File: config.mk
export PLATFORM = sky130hd
export DESIGN_NAME = polyphase_interp_fir
export DESIGN_NICKNAME = d
export VERILOG_FILES = /design/src/rtl/polyphase_interp_fir.sv
export SDC_FILE = /design/constraint.sdc
export NUM_CORES = 2
export LEC_CHECK = 0
export CORE_ASPECT_RATIO = 1.25
export CORE_MARGIN = 3
export CORE_UTILIZATION = 58
export CTS_BUF_LIST = sky130_fd_sc_hd__clkbuf_4 sky130_fd_sc_hd__clkbuf_8 sky130_fd_sc_hd__clkbuf_16
export DETAILED_ROUTE_END_ITERATION = 10
export GPL_TIMING_DRIVEN = 0
export HOLD_SLACK_MARGIN = 0.08
export MAX_ROUTING_LAYER = met4
export PLACE_DENSITY = 0.77
export SLEW_MARGIN = 10
export SYNTH_ARGS = -nofsm -noshare
export SYNTH_HDL_FRONTEND = slang
export SYNTH_SLANG_ARGS = --single-unit
File: constraint.sdc
create_clock -name clk -period 11.55 [get_ports clk]
set_clock_uncertainty 0.15 [all_clocks]
set_input_delay 2.31 -clock clk [delete_from_list [all_inputs] [get_ports clk]]
set_output_delay 2.31 -clock clk [all_outputs]
set_load 0.005 [all_outputs]
File: src/rtl/polyphase_interp_fir.sv
// Polyphase interpolating FIR filter.
// Each accepted input sample yields R outputs, one per polyphase branch. Each
// output takes TPP multiply-accumulate cycles plus one handshake cycle.
// The taps are loaded serially after each enable. The tap RAM keeps its
// contents through reset, but the load count always restarts at zero.
module polyphase_interp_fir #(
  parameter int G_DWIDTH         = 24,
  parameter int G_TAP_RES        = 16,
  parameter int G_MAX_RATE       = 8,
  parameter int G_TAPS_PER_PHASE = 8
) (
  input  logic                          clk,
  input  logic                          reset,
  input  logic                          enable,
  input  logic                          bypass,
  input  logic [$clog2(G_MAX_RATE):0]   rate,
  input  logic [1:0]                    gain_shift,
  input  logic                          tap_wr,
  input  logic [G_TAP_RES-1:0]          tap_val,
  output logic                          tap_wr_done,
  input  logic [G_DWIDTH-1:0]           din,
  input  logic                          din_valid,
  output logic                          din_ready,
  output logic [G_DWIDTH-1:0]           dout,
  output logic                          dout_valid,
  input  logic                          dout_ready,
  output logic                          dout_last
);

  localparam int TPP   = G_TAPS_PER_PHASE;
  localparam int RW    = $clog2(G_MAX_RATE) + 1;
  localparam int NTAPS = G_MAX_RATE * TPP;
  localparam int KW    = $clog2(NTAPS + 1);
  localparam int AD    = $clog2(NTAPS);
  localparam int JW    = (TPP > 1) ? $clog2(TPP) : 1;
  localparam int PW    = G_DWIDTH + G_TAP_RES;
  localparam int AW    = PW + $clog2(TPP);
  localparam int SW    = AW + 3;

  typedef enum logic [1:0] {LOAD, IDLE, MAC, OUT} state_t;

  state_t                      state_q, state_d;
  logic [RW-1:0]               rate_q, rate_eff;
  logic [1:0]                  gain_q;
  logic [KW-1:0]               k_q, ntaps_cur;
  logic [RW-1:0]               p_q;
  logic [JW-1:0]               j_q;
  logic                        byp_q;
  logic signed [G_DWIDTH-1:0]  hist_q [TPP];
  logic signed [G_TAP_RES-1:0] tap_ram [NTAPS];
  logic signed [AW-1:0]        acc_q, acc_d;
  logic signed [PW-1:0]        prod;
  logic signed [SW-1:0]        scaled;
  logic [SW-G_DWIDTH:0]        hi;
  logic [G_DWIDTH-1:0]         sat_res;
  logic [AD-1:0]               tap_addr;
  logic                        clr, tap_we, xfer, last_mac, p_last;

  assign clr       = reset | ~enable;
  assign rate_eff  = (rate == '0) ? RW'(1) :
                     (rate > RW'(G_MAX_RATE)) ? RW'(G_MAX_RATE) : rate;
  assign ntaps_cur = KW'(rate_q) * KW'(TPP);
  assign tap_wr_done = (k_q == ntaps_cur);
  assign din_ready = (state_q == IDLE);
  assign xfer      = din_valid & din_ready;
  assign last_mac  = (j_q == JW'(TPP - 1));
  assign p_last    = (p_q == rate_q - RW'(1));
  // Taps are only writable before the datapath is running, and only up to R*TPP entries.
  assign tap_we    = enable & ~reset & tap_wr & (k_q < ntaps_cur) &
                     ((state_q == LOAD) | (state_q == IDLE));

  // Branch p uses taps p, p+R, p+2R, ... against history x[0], x[1], ...
  assign tap_addr = AD'(p_q) + AD'(j_q) * AD'(rate_q);
  assign prod     = hist_q[j_q] * tap_ram[tap_addr];
  assign acc_d    = acc_q + AW'(prod);

  // Requantize from Q1.(TAP_RES-1), apply gain, then saturate on the upper bits.
  assign scaled  = (SW'(acc_d) >>> (G_TAP_RES - 1)) <<< gain_q;
  assign hi      = scaled[SW-1:G_DWIDTH-1];
  assign sat_res = ((&hi) | ~(|hi)) ? scaled[G_DWIDTH-1:0] :
                   scaled[SW-1] ? {1'b1, {(G_DWIDTH-1){1'b0}}}
                                : {1'b0, {(G_DWIDTH-1){1'b1}}};

  // Configuration tracks the inputs while disabled and freezes once enabled.
  always_ff @(posedge clk) begin
    if (!enable) begin
      rate_q <= rate_eff;
      gain_q <= gain_shift;
    end else if (reset) begin
      rate_q <= RW'(1);
      gain_q <= 2'd0;
    end
  end

  // Tap storage is deliberately not reset.
  always_ff @(posedge clk) begin
    if (tap_we) tap_ram[k_q[AD-1:0]] <= tap_val;
  end

  // State register.
  always_ff @(posedge clk) begin
    if (clr) state_q <= LOAD;
    else     state_q <= state_d;
  end

  // Next-state logic.
  always_comb begin
    state_d = state_q;
    case (state_q)
      LOAD: if (tap_wr_done || bypass) state_d = IDLE;
      IDLE: if (xfer) state_d = bypass ? OUT : MAC;
      MAC:  if (last_mac) state_d = OUT;
      OUT:  if (dout_ready) state_d = (byp_q || p_last) ? IDLE : MAC;
      default: state_d = LOAD;
    endcase
  end

  // Datapath: load counter, history, accumulator and the output register.
  always_ff @(posedge clk) begin
    if (clr) begin
      k_q        <= '0;
      p_q        <= '0;
      j_q        <= '0;
      acc_q      <= '0;
      byp_q      <= 1'b0;
      dout       <= '0;
      dout_valid <= 1'b0;
      dout_last  <= 1'b0;
      for (int i = 0; i < TPP; i++) hist_q[i] <= '0;
    end else begin
      if (tap_we) k_q <= k_q + KW'(1);
      case (state_q)
        IDLE: if (xfer) begin
          if (bypass) begin
            dout       <= din;
            dout_valid <= 1'b1;
            dout_last  <= 1'b1;
            byp_q      <= 1'b1;
          end else begin
            for (int i = TPP - 1; i > 0; i--) hist_q[i] <= hist_q[i-1];
            hist_q[0] <= din;
            p_q       <= '0;
            j_q       <= '0;
            acc_q     <= '0;
            byp_q     <= 1'b0;
          end
        end
        MAC: begin
          acc_q <= acc_d;
          j_q   <= j_q + JW'(1);
          if (last_mac) begin
            j_q        <= '0;
            dout       <= sat_res;
            dout_valid <= 1'b1;
            dout_last  <= p_last;
          end
        end
        OUT: if (dout_ready) begin
          dout_valid <= 1'b0;
          dout_last  <= 1'b0;
          acc_q      <= '0;
          if (!byp_q && !p_last) p_q <= p_q + RW'(1);
        end
        default: ;
      endcase
    end
  end

endmodule

==> out/results.tsv <==
stage	metric	value	unit
synth	synth-seq-cells	1311	
global_route	grt_pass1_wl	311000	um
power	peakVddDrop	256	uV
power	leakage	0.0289	uW
timing	fin_crit	11.51	ns
final_layout	nets	5420	
synth	yosys.area.top_type	edfxtp_1	
power	power_density	203	nW/um^2
route	post-route-drc-count	0	
place	dp_cells	6150	
place	place_ws	-3.39	ns
clock_network	htree_levels	4	
route	drt_iter0_markers	5801	
critical_path	crit_slowest_cell	edfxtp_1	
timing	holdWs	0.297	ns
synth	synth-compound-area-share	3.37	%
timing	layout_setup_ws	0.0435	ns
synth	syn_inst	4451	
clock_network	numCtsBuffers	130	
final_layout	instances_no_fill	6460	
critical_path	critPathLaunch	rate_q[1]$_SDFFCE_PP0P_	
timing	drv_slew	0	
synth	synth_top_area_share	53.5	%
synth	syn_avg_cell_area	15.4	um^2
global_route	grt_start_max_net_pins	65	
synth	yosys.area_share.simple	6.79	%
run	cap_violations	0	
floorplan	initial_core_util	58.6	%
critical_path	cp-end-kind	flip-flop	
synth	synthXorXnorAreaFrac	0.728	%
synth	syn-cell-area	68600	um^2
route	avgViaCountPerCell	6.65	
critical_path	crit_path_frequent_cell	fa_1	
synth	synth_flop_cell	edfxtp_1	
timing	fin_tns_setup	0	ns
worst_hold_path	min_from	dout[1]$_SDFFE_PP0P_	
floorplan	core	117000	um^2
synth	seq_area_frac_synth	56.1	%
global_route	grtUsageTotal	37.5	%
timing	fmax	86.9	MHz
critical_path	worstPathRequired	12.04	ns
outcome	status	finished, final reports clean	
timing	finalHoldViolCount	0	
clock_network	cts_root_buffer	clkbuf_16	
global_route	grt_overflow	0	
floorplan	die_area	122000	um^2
critical_path	worstReg2RegStart	rate_q[1]$_SDFFCE_PP0P_	
route	antenna_left	0	
synth	synth-edff-count	1222	
timing	worst_pin_slew	1.40	ns
floorplan	dieWidth	314	um
synth	mappedNetlistNets	5078	
route	first_pass_iters	8	
critical_path	worstSetupPathType	reg -> reg	
synth	synth_top_family_by_area	adder cells	
critical_path	worst-path-max-fanout	10	
clock_network	clkTransAtPathRegs	0.06	ns
clock_network	clk_path_buf_depth	3	
timing	slew_headroom	6.63	%
synth	async_flop_share	0	%
global_route	antenna_found_initial	5	
synth	synthMuxAreaShare	13.7	%
route	routed_wl	221000	um
floorplan	io_pins	81	
route	detail_route.wl_per_cell	34.2	um
critical_path	max_stage_delay	0.57	ns
route	vias	43000	
timing	setup_viol	0	
final_layout	final_layout_size_suffix_gt1_share	22.0	%
global_route	grt_pass1_vias	44400	
place	io_buffers	80	
floorplan	die_y	390	um
floorplan	num_rows	140	
synth	ys_warn_count	0	
final_layout	mostFrequentLayoutCells	edfxtp_1, inv_1, fa_1	
final_layout	final_common_cell	edfxtp_1	
critical_path	arrival	12.00	ns
critical_path	worstSetupStartpointType	flip-flop	
timing	min_period_over_period	99.6	%
clock_network	worstSkewPairLatency	0.80	ns
clock_network	cts_tree	built	
synth	yosys.cell_types.count	84	
clock_network	clock_sinks	1311	
place	place.gp.congestion	1.02	
synth	ys_top_cells_by_area	edfxtp_1, fa_1, mux4_2, inv_1, dfxtp_1	
synth	synthAdderAreaFrac	15.3	%
place	dp_hpwl	143000	um
final_layout	syn2layout_area_growth	15.4	%
worst_hold_path	hold_class	reg -> reg	
[repair_timing]
| item | 4_1_cts | 5_1_grt |
|---|---|---|
| hold buffers | 0 | 0 |
| cloned | 1 | 3 |
| pin swaps | 11 | 18 |
| setup buffers | 35 | 42 |
| setup endpoints to repair | 54 | 24 |
| resized for setup | 298 | 140 |
[cell type report]
type	count	area, um^2
clock buffers	160	3590
diodes	3	7.51
flip-flops and latches	1311	38500
repair buffers	218	2540
well taps	1562	1950
inverters	500	1880
fillers	7656	37900
clock inverters	74	611
multi-input cells	2428	28400
plain buffers	204	1640
[path summary, 6_finish.rpt]
kind	endpoint	slack, ns	cells after the start
worst max-delay path	dout[11]$_SDFFE_PP0P_	0.04	41
worst min-delay path	dout[1]$_SDFFE_PP0P_	0.30	2
worst max register to register	dout[11]$_SDFFE_PP0P_	0.04	41
worst min register to register	dout[1]$_SDFFE_PP0P_	0.30	2
[logic make-up after synthesis]
kind of cell	count (synthesis)
flip-flops	1311
adder cells (fa/ha/maj)	574
buffers and inverters	712
AND/OR/NAND/NOR	985
XOR/XNOR	57
multiplexers	473
AO/OA/AOI/OAI	339
[stage by stage]
stage / util [%] / instance area [um^2] / total power, uW
final: 67.6 / 79100 / 16100
after global routing: 67.6 / 79100 / 16700
after detailed placement: 62.0 / 72600 / 10900
after CTS: 66.8 / 78100 / 15200
after floorplan: - / 68600 / 9310
after global placement: 60.9 / 71300 / 10900
[layer usage]
| metal | routed length [um] | GRT usage, % | part of all wire [%] |
|---|---|---|---|
| met1 | 68100 | 40.2 | 31 |
| met2 | 110000 | 60.7 | 50 |
| met3 | 21600 | 8.31 | 9.8 |
| met4 | 21800 | 29.0 | 9.9 |
| met5 | 0 | - | 0 |
[synthesized netlist by cell type, types with 4 or more instances]
master	instances
edfxtp_1	1222
inv_1	498
fa_1	436
mux4_2	368
nor2_1	314
nand2_1	283
and2_1	235
ha_1	138
clkbuf_1	136
dfxtp_1	89
o21ai_0	72
mux2i_1	68
a21oi_1	63
buf_2	55
xnor2_1	39
a22oi_1	38
nand3_1	31
nor2b_1	30
o21ai_1	24
mux2_2	23
xor2_1	18
a21boi_2	17
nor3_1	16
nand4_1	15
buf_1	14
mux2_1	14
nand2b_1	14
o211ai_1	13
a21o_1	12
a31oi_1	12
and3_1	12
a211oi_1	10
or3_1	10
o21a_1	9
o2111ai_1	7
a21oi_2	5
o21bai_1	5
o22ai_1	5
a32oi_1	4
buf_4	4
nor3b_1	4
nor4_1	4
o31ai_1	4
[registers in the layout, summed over array words and instances (netlist names), named ones only]
register    flops
rate_q          4
dout_valid      1
state_q         2
gain_q          2
acc_q          43
j_q             3
dout           24
k_q             7
byp_q           1
hist_q        192
p_q             4
dout_last       1
tap_ram      1024
[critical path: cells and delay by family, from the launching register on]
kind | cells | cell delay [ns]
compound gates | 9 | 2.12
fa+ha+maj | 10 | 4.52
buf+inv | 13 | 1.80
flops | 1 | 0.57
mux | 3 | 1.21
simple gates | 6 | 0.98
[where the power goes]
part / switching, uW / internal (uW) / total [uW]
registers: 26.5 / 5220 / 5250
clock network: 1920 / 2360 / 4280
logic: 4010 / 2510 / 6530
total: 5960 / 10100 / 16100
Note: power is estimated with default switching activity, not from simulation.
